$ cat src/rtl/core_pkg.sv
// core_pkg -- shared definitions for the integer core: ALU operation codes,
// operand-0 select encoding, base opcode constants and the decoded
// instruction record carried by the decode pipeline register.
package core_pkg;

    localparam int CORE_XLEN = 32;

    // ALU operation codes, shared between the decoder and the ALU.
    typedef enum logic [3:0] {
        ALU_ADD  = 4'b0000,
        ALU_SUB  = 4'b0001,
        ALU_SLL  = 4'b0010,
        ALU_SLT  = 4'b0100,
        ALU_SLTU = 4'b0110,
        ALU_XOR  = 4'b1000,
        ALU_SRL  = 4'b1010,
        ALU_SRA  = 4'b1011,
        ALU_OR   = 4'b1100,
        ALU_AND  = 4'b1110
    } alu_op_t;

    // Operand-0 source select for the ALU.
    typedef enum logic [1:0] {
        IN0_RS1  = 2'd0,
        IN0_PC   = 2'd1,
        IN0_ZERO = 2'd2
    } in0_sel_t;

    // Base opcodes handled by this decoder.
    localparam logic [6:0] OPC_OP     = 7'b0110011;
    localparam logic [6:0] OPC_OP_IMM = 7'b0010011;
    localparam logic [6:0] OPC_LUI    = 7'b0110111;
    localparam logic [6:0] OPC_AUIPC  = 7'b0010111;

    // funct7 values: base encoding and the SUB/SRA alternate encoding.
    localparam logic [6:0] F7_BASE = 7'b0000000;
    localparam logic [6:0] F7_ALT  = 7'b0100000;

    // Decoded fields as held in the decode/execute pipeline register.
    typedef struct packed {
        alu_op_t                alu_op;
        logic [CORE_XLEN-1:0]   imm;
        logic [4:0]             rs1_addr;
        logic [4:0]             rs2_addr;
        logic [4:0]             rd_addr;
        logic                   rd_we;
        in0_sel_t               in0_sel;
        logic                   in1_sel_imm;
        logic                   illegal;
    } dec_t;

    // Map funct3 plus the alternate-encoding bit to an ALU operation.
    // Callers only pass alt=1 for funct3 000 (SUB) and 101 (SRA).
    function automatic alu_op_t alu_from_funct3(input logic [2:0] funct3, input logic alt);
        alu_op_t op;
        case (funct3)
            3'b000:  op = alt ? ALU_SUB : ALU_ADD;
            3'b001:  op = ALU_SLL;
            3'b010:  op = ALU_SLT;
            3'b011:  op = ALU_SLTU;
            3'b100:  op = ALU_XOR;
            3'b101:  op = alt ? ALU_SRA : ALU_SRL;
            3'b110:  op = ALU_OR;
            default: op = ALU_AND;
        endcase
        return op;
    endfunction

endpackage

$ cat src/rtl/instr_decoder.sv
// instr_decoder -- purely combinational decode of OP, OP-IMM, LUI and AUIPC
// into ALU control, immediate and register fields. Anything else is flagged
// illegal with no register write, ADD and a zero immediate.
module instr_decoder
    import core_pkg::*;
(
    input  logic [31:0] instr_i,
    output logic [3:0]  alu_op_o,
    output logic [31:0] imm_o,
    output logic [4:0]  rs1_addr_o,
    output logic [4:0]  rs2_addr_o,
    output logic [4:0]  rd_addr_o,
    output logic        rd_we_o,
    output logic [1:0]  in0_sel_o,
    output logic        in1_sel_imm_o,
    output logic        illegal_o
);

    logic [6:0]  opcode;
    logic [2:0]  funct3;
    logic [6:0]  funct7;
    logic [31:0] imm_i_type;
    logic [31:0] imm_shamt;
    logic [31:0] imm_u_type;

    assign opcode = instr_i[6:0];
    assign funct3 = instr_i[14:12];
    assign funct7 = instr_i[31:25];

    assign imm_i_type = {{20{instr_i[31]}}, instr_i[31:20]};
    assign imm_shamt  = {27'b0, instr_i[24:20]};
    assign imm_u_type = {instr_i[31:12], 12'b0};

    alu_op_t     alu_op;
    in0_sel_t    in0_sel;
    logic        in1_sel_imm;
    logic [31:0] imm;
    logic        legal;

    // Opcode/funct decode; only legal branches touch the control fields.
    always_comb begin
        // NOTE: every output of this block gets a default first, so no path leaves one unassigned and no latch is inferred.
        alu_op      = ALU_ADD;
        in0_sel     = IN0_RS1;
        in1_sel_imm = 1'b0;
        imm         = '0;
        legal       = 1'b0;

        case (opcode)
            OPC_OP: begin
                if (funct7 == F7_BASE) begin
                    alu_op = alu_from_funct3(funct3, 1'b0);
                    legal  = 1'b1;
                end else if (funct7 == F7_ALT && (funct3 == 3'b000 || funct3 == 3'b101)) begin
                    alu_op = alu_from_funct3(funct3, 1'b1);
                    legal  = 1'b1;
                end
            end

            OPC_OP_IMM: begin
                case (funct3)
                    3'b001: begin
                        if (funct7 == F7_BASE) begin
                            alu_op      = ALU_SLL;
                            imm         = imm_shamt;
                            in1_sel_imm = 1'b1;
                            legal       = 1'b1;
                        end
                    end
                    3'b101: begin
                        if (funct7 == F7_BASE || funct7 == F7_ALT) begin
                            alu_op      = (funct7 == F7_ALT) ? ALU_SRA : ALU_SRL;
                            imm         = imm_shamt;
                            in1_sel_imm = 1'b1;
                            legal       = 1'b1;
                        end
                    end
                    default: begin
                        // ADDI has no SUB form: funct7 bits belong to the immediate here.
                        alu_op      = alu_from_funct3(funct3, 1'b0);
                        imm         = imm_i_type;
                        in1_sel_imm = 1'b1;
                        legal       = 1'b1;
                    end
                endcase
            end

            OPC_LUI: begin
                in0_sel     = IN0_ZERO;
                imm         = imm_u_type;
                in1_sel_imm = 1'b1;
                legal       = 1'b1;
            end

            OPC_AUIPC: begin
                in0_sel     = IN0_PC;
                imm         = imm_u_type;
                in1_sel_imm = 1'b1;
                legal       = 1'b1;
            end

            default: begin
                legal = 1'b0;
            end
        endcase
    end

    assign alu_op_o      = alu_op;
    assign imm_o         = imm;
    assign in0_sel_o     = in0_sel;
    assign in1_sel_imm_o = in1_sel_imm;
    assign illegal_o     = !legal;

    // Register fields pass through raw; writes to x0 are suppressed.
    assign rs1_addr_o = instr_i[19:15];
    assign rs2_addr_o = instr_i[24:20];
    assign rd_addr_o  = instr_i[11:7];
    assign rd_we_o    = legal && (instr_i[11:7] != 5'd0);

endmodule

$ cat src/rtl/decode_stage.sv
// decode_stage -- decode pipeline stage: valid/ready handshake toward fetch
// and execute, one pipeline register of decoded fields, flush and reset.
// Optional feature macro DECODE_SKID_BUF_EN adds a one-entry skid buffer so
// that if_ready comes from state only (no combinational path from ex_ready).
// Without the macro, if_ready = !flush && (!ex_valid || ex_ready).
module decode_stage
    import core_pkg::*;
#(
    parameter int XLEN = 32  // only 32 is supported
) (
    input  logic            clk,
    input  logic            rst,
    input  logic            flush,

    input  logic            if_valid,
    output logic            if_ready,
    input  logic [31:0]     if_instr,
    input  logic [XLEN-1:0] if_pc,

    output logic            ex_valid,
    input  logic            ex_ready,
    output logic [XLEN-1:0] ex_pc,
    output logic [3:0]      ex_alu_op,
    output logic [XLEN-1:0] ex_imm,
    output logic [4:0]      ex_rs1_addr,
    output logic [4:0]      ex_rs2_addr,
    output logic [4:0]      ex_rd_addr,
    output logic            ex_rd_we,
    output logic [1:0]      ex_in0_sel,
    output logic            ex_in1_sel_imm,
    output logic            ex_illegal
);

    // Output pipeline register.
    logic            valid_q, valid_d;
    dec_t            dec_q, dec_d;
    logic [XLEN-1:0] pc_q, pc_d;

    // Instruction presented to the decoder (incoming, or the skid entry).
    logic [31:0]     src_instr;
    logic [XLEN-1:0] src_pc;
    dec_t            dec_w;

    logic accept;    // transfer from fetch this cycle
    logic out_free;  // output register may be overwritten at the next edge

    assign out_free = !valid_q || ex_ready;
    assign accept   = if_valid && if_ready;

    logic [3:0] dec_alu_op;
    logic [1:0] dec_in0_sel;

    instr_decoder u_instr_decoder (
        .instr_i       (src_instr),
        .alu_op_o      (dec_alu_op),
        .imm_o         (dec_w.imm),
        .rs1_addr_o    (dec_w.rs1_addr),
        .rs2_addr_o    (dec_w.rs2_addr),
        .rd_addr_o     (dec_w.rd_addr),
        .rd_we_o       (dec_w.rd_we),
        .in0_sel_o     (dec_in0_sel),
        .in1_sel_imm_o (dec_w.in1_sel_imm),
        .illegal_o     (dec_w.illegal)
    );

    assign dec_w.alu_op  = alu_op_t'(dec_alu_op);
    assign dec_w.in0_sel = in0_sel_t'(dec_in0_sel);

`ifdef DECODE_SKID_BUF_EN

    // One-entry skid buffer holding a raw instruction accepted while stalled.
    logic            skid_full_q, skid_full_d;
    logic [31:0]     skid_instr_q, skid_instr_d;
    logic [XLEN-1:0] skid_pc_q, skid_pc_d;

    // Ready depends only on skid occupancy (a flop), flush and reset.
    assign if_ready  = !rst && !flush && !skid_full_q;

    // The skid entry is older than anything arriving, so it is decoded first.
    assign src_instr = skid_full_q ? skid_instr_q : if_instr;
    assign src_pc    = skid_full_q ? skid_pc_q    : if_pc;

    // Next state: refill output from skid first, else from fetch; stalled transfers park in skid.
    always_comb begin
        valid_d      = valid_q;
        dec_d        = dec_q;
        pc_d         = pc_q;
        skid_full_d  = skid_full_q;
        skid_instr_d = skid_instr_q;
        skid_pc_d    = skid_pc_q;

        if (flush) begin
            valid_d     = 1'b0;
            skid_full_d = 1'b0;
        end else if (out_free) begin
            if (skid_full_q) begin
                valid_d     = 1'b1;
                dec_d       = dec_w;
                pc_d        = src_pc;
                skid_full_d = 1'b0;
            end else if (accept) begin
                valid_d = 1'b1;
                dec_d   = dec_w;
                pc_d    = src_pc;
            end else begin
                valid_d = 1'b0;
            end
        end else if (accept) begin
            skid_full_d  = 1'b1;
            skid_instr_d = if_instr;
            skid_pc_d    = if_pc;
        end
    end

    // Skid buffer state; reset empties it so a buffered instruction is lost.
    always_ff @(posedge clk or posedge rst) begin
        if (rst) begin
            skid_full_q  <= 1'b0;
            skid_instr_q <= '0;
            skid_pc_q    <= '0;
        end else begin
            skid_full_q  <= skid_full_d;
            skid_instr_q <= skid_instr_d;
            skid_pc_q    <= skid_pc_d;
        end
    end

`else

    // Ready whenever the output register is empty or draining this cycle.
    assign if_ready  = !rst && !flush && out_free;

    assign src_instr = if_instr;
    assign src_pc    = if_pc;

    // Next state: load on transfer, clear on drain or flush, otherwise hold.
    always_comb begin
        valid_d = valid_q;
        dec_d   = dec_q;
        pc_d    = pc_q;

        if (flush) begin
            valid_d = 1'b0;
        end else if (accept) begin
            valid_d = 1'b1;
            dec_d   = dec_w;
            pc_d    = src_pc;
        end else if (ex_ready) begin
            valid_d = 1'b0;
        end
    end

`endif

    // Output pipeline register with asynchronous clear to the idle ADD/zero state.
    always_ff @(posedge clk or posedge rst) begin
        if (rst) begin
            // NOTE: the data fields are reset too, not just valid, because every ex_* output must read zero while rst is high.
            valid_q <= 1'b0;
            dec_q   <= '0;
            pc_q    <= '0;
        end else begin
            // NOTE: non-blocking assignments so every flop samples the pre-edge values of the others.
            valid_q <= valid_d;
            dec_q   <= dec_d;
            pc_q    <= pc_d;
        end
    end

    assign ex_valid       = valid_q;
    assign ex_pc          = pc_q;
    assign ex_alu_op      = dec_q.alu_op;
    assign ex_imm         = dec_q.imm;
    assign ex_rs1_addr    = dec_q.rs1_addr;
    assign ex_rs2_addr    = dec_q.rs2_addr;
    assign ex_rd_addr     = dec_q.rd_addr;
    assign ex_rd_we       = dec_q.rd_we;
    assign ex_in0_sel     = dec_q.in0_sel;
    assign ex_in1_sel_imm = dec_q.in1_sel_imm;
    assign ex_illegal     = dec_q.illegal;

endmodule

$ cat config.mk
export PLATFORM = sky130hd
export DESIGN_NAME = decode_stage
export DESIGN_NICKNAME = d
export VERILOG_FILES = /design/src/rtl/core_pkg.sv /design/src/rtl/instr_decoder.sv /design/src/rtl/decode_stage.sv
export SDC_FILE = /design/constraint.sdc
export NUM_CORES = 1
export LEC_CHECK = 0
export ABC_AREA = 1
export BUFFER_PORTS_ARGS = -buffer_cell sky130_fd_sc_hd__buf_2
export CORE_MARGIN = 2
export CORE_UTILIZATION = 55
export CTS_BUF_LIST = sky130_fd_sc_hd__clkbuf_8
export DETAILED_ROUTE_END_ITERATION = 6
export PLACE_DENSITY = 0.88
export RECOVER_POWER = 50
export SLEW_MARGIN = 40
export SYNTH_ARGS = -nofsm -noshare
export SYNTH_HDL_FRONTEND = slang
export SYNTH_HIERARCHICAL = 1
export SYNTH_SLANG_ARGS = --single-unit
$ cat constraint.sdc
create_clock -name clk -period 10.1 [get_ports clk]
set_input_delay 3.03 -clock clk [delete_from_list [all_inputs] [get_ports clk]]
set_output_delay 3.03 -clock clk [all_outputs]
set_load 0.01 [all_outputs]
== After elaboration in Yosys (flattened, before gate mapping) ==
Cells that the tools add are included.

* Register bits after elaboration: 89
* Bits of input ports: 69
* Output and inout port bits: 90
* Logic and storage cells: 66

* Equality and inequality tests: 11
* Muxes and demuxes: 25
* Bitwise logic cells: 1
* Reduce and logical (&&, ||, !) cells: 18

{| class="wikitable"
|+ Operators by type and width
! operator !! count
|-
| $pmux W32 S2 || 2
|-
| $pmux W4 S7 || 2
|-
| $eq A7 B6 Y1 const B || 3
|-
| $pmux W4 S5 || 1
|-
| $pmux W4 S2 || 2
|-
| $eq A7 B5 Y1 const B || 2
|-
| $mux W4 || 3
|-
| $mux W5 || 2
|-
| $eq A3 B3 Y1 const B || 3
|-
| $mux W1 || 8
|-
| $logic_not A7 Y1 || 1
|-
| $eq A3 B2 Y1 const B || 2
|-
| $logic_and A1 B1 Y1 || 5
|-
| $reduce_bool A5 Y1 || 1
|-
| $logic_not A1 Y1 || 4
|-
| $pmux W1 S2 || 2
|-
| $pmux W2 S2 || 1
|-
| $eq A3 B1 Y1 const B || 1
|-
| $logic_not A3 Y1 || 1
|-
| $logic_or A1 B1 Y1 || 3
|-
| $pmux W1 S3 || 1
|-
| $reduce_bool A3 Y1 || 1
|-
| $mux W2 || 1
|-
| $reduce_and A2 Y1 || 1
|-
| 2 further kinds || 2
|}

== Depth between registers and ports, before layout ==
Gate-level depths: netlist (run 1).

* Word-level depth: 7
* Depth in mapped cells: 10
* Mapped depth without buffers: 10

== Hierarchy ==
Netlist (run 1), hierarchy kept.

{| class="wikitable"
|+ Modules (own cells, without submodules)
! module !! times used !! cells an instance !! area each (um2) !! sequential area each (um2)
|-
| decode_stage || 1 || 397 || 3,633.5 || 2,227.1
|-
| instr_decoder || 1 || 132 || 724.4 || 0.0
|}

== Least setup slack after synthesis (run 1) ==
Ideal clock, no wire load.

* Path kind: in2out
* From: input port ex_ready
* To: output port if_ready
* Data arrival time: 3,712 ps
* Required time: 7,070 ps
* Setup slack: 3,358 ps
* Stages: 4
* Buffers on the path: 1
* Cell sequence: inv_1 nand2_1 clkbuf_1 and2_1

* Cells in the longest elaborated chain, start to end: 2

{| class="wikitable"
|+ Ends and longest elaborated chain
! element !! line !! RTL
|-
| start: declaration || decode_stage.sv:21 || <nowiki>input logic ex_ready,</nowiki>
|-
| $logic_or A1 B1 Y1 || decode_stage.sv:47 || <nowiki>assign out_free = !valid_q || ex_ready;</nowiki>
|-
| $logic_and A1 B1 Y1 || decode_stage.sv:131 || <nowiki>assign if_ready = !rst && !flush && out_free;</nowiki>
|-
| end: declaration || decode_stage.sv:16 || <nowiki>output logic if_ready,</nowiki>
|}

Every way passes these cells.

== Worst setup path in the final report (run 1) ==
* From: input port rst
* To: output port if_ready

* Cells in the longest elaborated chain, start to end: 3

{| class="wikitable"
|+ Ends and longest elaborated chain
! element !! line !! RTL
|-
| start: declaration || decode_stage.sv:12 || <nowiki>input logic rst,</nowiki>
|-
| $logic_not A1 Y1 (no source line) || - ||
|-
| $logic_and A1 B1 Y1 (2 in series) || decode_stage.sv:131 ||
|}

Every way passes these cells.

==> impl_metrics.tcl, run 1 <==
set metrics [dict create \
    status "finished, violations left" \
    violations "capacitance limit, slew limit" \
    total_power_uw 780 \
    die_w_um 93.0 \
    antenna_found_initial 0 \
    combPwrFrac_pct 16.9 \
    antenna_cells 0 \
    core_sq_um 7690 \
    ff2ff_path_depth 6 \
    dp_hpwl_mm 7.31 \
    finalWirelength_mm 11.1 \
    slowest_delay_ns 0.53 \
    p_sw_share_pct 29.8 \
    die_area_sq_um 8650 \
    min_from "ex_illegal$_DFFE_PP0P_" \
    grt-ovfl-total 0 \
    p_per_area_nw_per_um2 152 \
    cp-end-kind "output pin" \
    rr_startpoint "ex_valid$_DFFE_PP0P_" \
    gp_congestion 0.930 \
    cts_sinks 89 \
    slew_headroom_pct -82.8 \
    hold_path_end "ex_illegal$_DFFE_PP0P_" \
    min_path_type "reg2reg" \
    routedWlPerCell_um 14.7 \
    cts_tree "yes" \
    synthArstFlopShare_pct 100 \
    grt_start_max_net_pins 92 \
    netlist_instances 529 \
    timing.fmax_mhz 139 \
    p_sw_uw 232 \
    rr_endpoint "ex_in0_sel[1]$_DFFE_PP0P_" \
    worstSkewPairLatency_ns 0.34 \
    ys_warn_count 6 \
    r2r_setup_slack_ns 7.93 \
    peakVddDrop_v 0.0000930 \
    cts_buffers 9 \
    cts_root_buf "clkbuf_8" \
    final_hold_viol_count 0 \
    drc_errors 0 \
    syn_nets 598 \
    crit_chain "clkbuf_1 -> nor2_4 -> buf_6 -> and2_1 -> buf_2" \
    ys_ff_latch 89 \
    path_clk_slew_ns 0.08 \
    cap_violations 2 \
    worstSetupStartpointType "input port" \
    drtPass1Iterations 5 \
    rows 32 \
    drive_gt1_share_pct 17.8 \
    syn_to_final_growth_pct 17.9 \
    grt_pass1_vias 3810 \
    io_pins 159 \
    holdPathStages 2 \
    worstPathRequired_ns 7.07 \
    timing.final.max_slew_violations 92 \
    avgSynthCellArea_sq_um 8.24 \
    cts_buffer_depth 2 \
    seq_area_frac_synth_pct 51.1 \
    finalClockSkew_ns 0.0153 \
    internal_power_uw 548 \
    synth.distinct_cells 24 \
    cp_slowest_cell "buf_6" \
    avgViaCountPerCell 5.52 \
    arrival_ns 4.14 \
    ys_top_cells_by_area "dfrtp_1 51%, nand2_1 16%, nand4_1 13%, buf_4 2.8%, clkbuf_1 2.5%" \
    final_core_util_pct 66.8 \
    synth_enable_flop_cells 0 \
    fin_crit_sh_pct 71.0 \
    cts_hold_buffers 0 \
    yosysTopAreaCellShare_pct 51.1 \
    synth_ff_type "dfrtp_1" \
    worst_pin_slew_ns 2.74 \
    yosysTopAreaCell "dfrtp_1" \
    setup_tns_ns 0 \
    cts_resized 0 \
    final_nets 716 \
    p_clk_share_pct 30.5 \
    worstSetupPathType "in2out" \
    track_usage_pct 25.9 \
    cts_max_level 3 \
    yosys-top-cells-count "190 x nand2_1, 91 x nand4_1, 89 x dfrtp_1, 29 x clkbuf_1, 28 x inv_1" \
    cp_max_fo 90 \
    final-setup-viol-count 0 \
    postRouteAntennaNets 0 \
    yosys.cell_count.top_type "nand2_1" \
    initial_core_util_pct 56.7 \
    syn_area_sq_um 4360 \
    crit_buf_inv 3 \
    via_count 4165 \
    portBuffers 158 \
    die_height_um 93.0 \
    post_cts_buffers 0 \
    drt-initial-drc-count 225 \
    cp_top_family "buffers and inverters" \
    leakage_uw 0.00274 \
    grt_pass1_wl_mm 18.1 \
    p_seq_share_pct 52.5 \
    fin_crit_ns 7.17 \
    rsz0062_at_grt "false" \
]
worst min-delay path: stages, from the launching register on:
cell	delay (ns)
dfrtp_1	0.35
nand2_1	0.05
nand2_1	0.05
through the flow:
| step | hold slack [ns] | cells | setup WS, ns | instance area [sq um] |
|---|---|---|---|---|
| finish | 0.474 | 754 | 2.93 | 5140 |
| global route | 0.496 | 754 | 2.86 | 5140 |
| CTS | 0.476 | 754 | 2.79 | 5240 |
| detailed placement | 0.453 | 738 | 2.79 | 5050 |
| global placement | 0.449 | 737 | 2.82 | 5020 |
| floorplan | 0.507 | 529 | 3.36 | 4360 |
power by group through the flow:
stage	registers [uW]	logic (uW)	clock network (uW)
2_1_floorplan	432	61.5	0
3_3_place_gp	413	137	0
3_5_place_dp	415	142	0
4_1_cts	408	142	245
5_1_grt	414	149	257
6_report	410	132	238
sequential cells by signal, indices dropped and copies added, names as in the netlist:
register        cells
ex_imm             32
ex_pc              32
ex_rd_addr          5
ex_rs1_addr         5
ex_rs2_addr         5
ex_alu_op           4
ex_in0_sel          2
ex_illegal          1
ex_in1_sel_imm      1
ex_rd_we            1
ex_valid            1
placed cells by master (no fill, tap or decap), drive strengths merged:
cell and count:
nand2 192, clkbuf 100, nand4 91, dfrtp 89
buf 72, inv 33, nor2 25, o21ai 23
nor3 8, nand3 7, a21oi 5, clkinv 2
clkinvlp 2, and2 1, bufinv 1, nor3b 1
final cells by class:
class | instances | area (sq um)
sequential | 89 | 2230
timing repair buffer | 163 | 736
tap | 102 | 128
multi-input combinational | 353 | 1730
fill | 690 | 2550
clock inverter | 7 | 71.3
inverter | 31 | 118
clock buffer | 9 | 124
routing by layer:
| metal | vias to the layer above | global-route usage (%) | wire length [um] | part of all wire (%) |
|---|---|---|---|---|
| met4 | 0 | 9.44 | 129 | 1.2 |
| li1 | 1983 | - | - | - |
| met5 | - | 0 | 0 | 0 |
| met1 | 1940 | 37.1 | 4880 | 44 |
| met2 | 230 | 39.9 | 5020 | 45 |
| met3 | 12 | 4.75 | 1050 | 9.4 |
kinds of logic (layout without fill, tap and decap cells):
family | count (synthesis) | in the layout | share of synthesized area (%)
and+or+nand+nor | 325 | 325 | 35.3
DFF | 89 | 89 | 51.1
buffers and inverters | 87 | 210 | 9.45
AOI/OAI and AO/OA | 28 | 28 | 4.16
worst max-delay path by stage:
stage	start	endpoint	slack [ns]	cells after the start
after global routing	rst	if_ready	2.86	5
after detailed placement	flush	if_ready	2.79	5
after floorplan	ex_ready	if_ready	3.36	4
final	rst	if_ready	2.93	5
after CTS	flush	if_ready	2.79	5
after global placement	flush	if_ready	2.82	5
(Power assumes the default switching activity.)
==> run 2: changes to the inputs <==
--- a/config.mk
+++ b/config.mk
@@ -8,10 +8,10 @@
 export ABC_AREA = 1
 export BUFFER_PORTS_ARGS = -buffer_cell sky130_fd_sc_hd__buf_2
 export CORE_MARGIN = 2
-export CORE_UTILIZATION = 55
+export CORE_UTILIZATION = 46
 export CTS_BUF_LIST = sky130_fd_sc_hd__clkbuf_8
 export DETAILED_ROUTE_END_ITERATION = 6
-export PLACE_DENSITY = 0.88
+export PLACE_DENSITY = 0.78
 export RECOVER_POWER = 50
 export SLEW_MARGIN = 40
 export SYNTH_ARGS = -nofsm -noshare
==> constraint.sdc (replaced) <==
create_clock -name clk -period 6.4 [get_ports clk]
set_input_delay 1.92 -clock clk [delete_from_list [all_inputs] [get_ports clk]]
set_output_delay 1.92 -clock clk [all_outputs]
set_load 0.01 [all_outputs]
==> run 2 against run 1 <==
The flow now finishes without violations. Via count decreased by 1.6%. Non-clock buffer count unchanged. Global-route usage decreased by 3.7 points. Flip-flop and latch count unchanged. Register-to-register slack got worse by 3.8 ns. Sequential share of layout area decreased by 1.0 points. Clock skew decreased by 0.0053 ns. Utilization decreased by 9.6 points. Cell area increased by 2.4%. Cell count increased by 1.1%. Sequential power increased by 57%. Worst setup slack got worse by 0.99 ns. Critical path type unchanged. Largest power group unchanged.
==> impl_metrics.tcl, run 2 (synthesis results as in run 1) <==
set metrics [dict create \
    worstPathRequired_ns 4.48 \
    final-setup-viol-count 0 \
    worst_pin_slew_ns 0.678 \
    grt_pass1_vias 3842 \
    cap_violations 0 \
    regArea_sq_um 2230 \
    finalClockSkew_ns 0.0100 \
    routedWlPerCell_um 14.8 \
    fin_crit_ns 4.46 \
    post_cts_buffers 0 \
    setup_tns_ns 0 \
    worstSetupStartpointType "input port" \
    slowest_delay_ns 0.28 \
    stdcell_area_sq_um 5260 \
    finalWirelength_mm 11.2 \
    worstSkewPairLatency_ns 0.34 \
    drtPass1Iterations 4 \
    drive_gt1_share_pct 24.7 \
    total_power_uw 1270 \
    avgViaCountPerCell 5.38 \
    core_sq_um 9200 \
    worstSetupPathType "in2out" \
    drt-initial-drc-count 132 \
    grt_start_max_net_pins 91 \
    final_common_cell "nand2_1" \
    leakage_uw 0.00294 \
    layout.cells.non_filler 762 \
    worst-path-stages 4 \
    cts_buffers 9 \
    grt-ovfl-total 0 \
    status "completed" \
    placed_area_sq_um 5090 \
    ff2ff_path_depth 7 \
    die_area_sq_um 10300 \
    die_w_um 101 \
    dp.cells 747 \
    antenna_found_initial 0 \
    cp_max_fo 2 \
    track_usage_pct 22.2 \
    final_nets 716 \
    final_cell_mix "189 x nand2_1, 112 x buf_2, 91 x nand4_1" \
    cts_hold_buffers 0 \
    portBuffers 158 \
    cts_max_level 3 \
    via_count 4097 \
    slew_headroom_pct 54.8 \
    final_hold_viol_count 0 \
    multi_input_area_sq_um 1740 \
    cts_sinks 89 \
    cp_slowest_cell "clkbuf_1" \
    arrival_ns 2.54 \
    fill_cells 892 \
    cts_resized 0 \
    syn_to_final_growth_pct 20.7 \
    postRouteAntennaNets 0 \
    gp_congestion 0.859 \
    crit_chain "clkbuf_1 -> nor2_4 -> and2_1 -> buf_2" \
    grt_pass1_wl_mm 18.5 \
    crit_buf_inv 2 \
    antenna_cells 0 \
    cts_buffer_depth 2 \
    rows 35 \
    p_per_area_nw_per_um2 241 \
    timing.fmax_mhz 224 \
    path_clk_slew_ns 0.09 \
    cts_root_buf "clkbuf_8" \
    min_path_type "reg2reg" \
    io_pins 159 \
    cts_tree "yes" \
    final_core_util_pct 57.2 \
    holdPathStages 2 \
    rsz0062_at_grt "false" \
    dp_hpwl_mm 7.38 \
    cp_top_family "buffers and inverters" \
    die_height_um 101 \
    fin_crit_sh_pct 69.7 \
    cp-end-kind "output pin" \
    drc_errors 0 \
    peakVddDrop_v 0.000115 \
    timing.final.max_slew_violations 0 \
    initial_core_util_pct 47.4 \
]
## run 2: worst paths after layout
kind	startpoint	end	slack (ns)
worst min register to register	ex_rs2_addr[1]$_DFFE_PP0P_	ex_rs2_addr[1]$_DFFE_PP0P_	0.47
min in group asynchronous	rst	ex_pc[21]$_DFFE_PP0P_	1.76
max in group asynchronous	rst	ex_imm[11]$_DFFE_PP0P_	4.22
worst max register to register	ex_valid$_DFFE_PP0P_	ex_imm[31]$_DFFE_PP0P_	4.18
worst max-delay path	rst	if_ready	1.94
worst min-delay path	ex_rs2_addr[1]$_DFFE_PP0P_	ex_rs2_addr[1]$_DFFE_PP0P_	0.47
## run 2: layout make-up
class	count	share of cell area, %
Multi-Input combinational cell	353	33.1
Clock inverter	6	1.62
Inverter	31	2.35
Clock buffer	9	2.35
Sequential cell	89	42.3
Timing Repair Buffer	163	15.6
Tap cell	111	2.64
## run 2: routing by layer
layer,routed length [um],global-route usage (%)
met1,5040,31.6
met2,5170,34.2
met3,901,4.90
met4,135,6.86
met5,0,0
## run 2: metrics by stage
stage | hold WS [ns] | worst slack [ns]
6_report | 0.471 | 1.94
5_1_grt | 0.498 | 1.89
4_1_cts | 0.475 | 2.08
3_5_place_dp | 0.453 | 2.09
3_3_place_gp | 0.449 | 2.09
2_1_floorplan | 0.507 | 1.88
## run 2: power by group
part	total [uW]	switching (uW)	leakage (uW)	internal (uW)
clock	408	192	0.000106	217
combinational	217	141	0.00167	76.1
sequential	644	28.0	0.00117	616
total	1270	361	0.00294	909
## run 2: worst min-delay path: stages, from the launching register on
cell and delay [ns]:
dfrtp_1 0.34, nand2_1 0.05, nand2_1 0.05
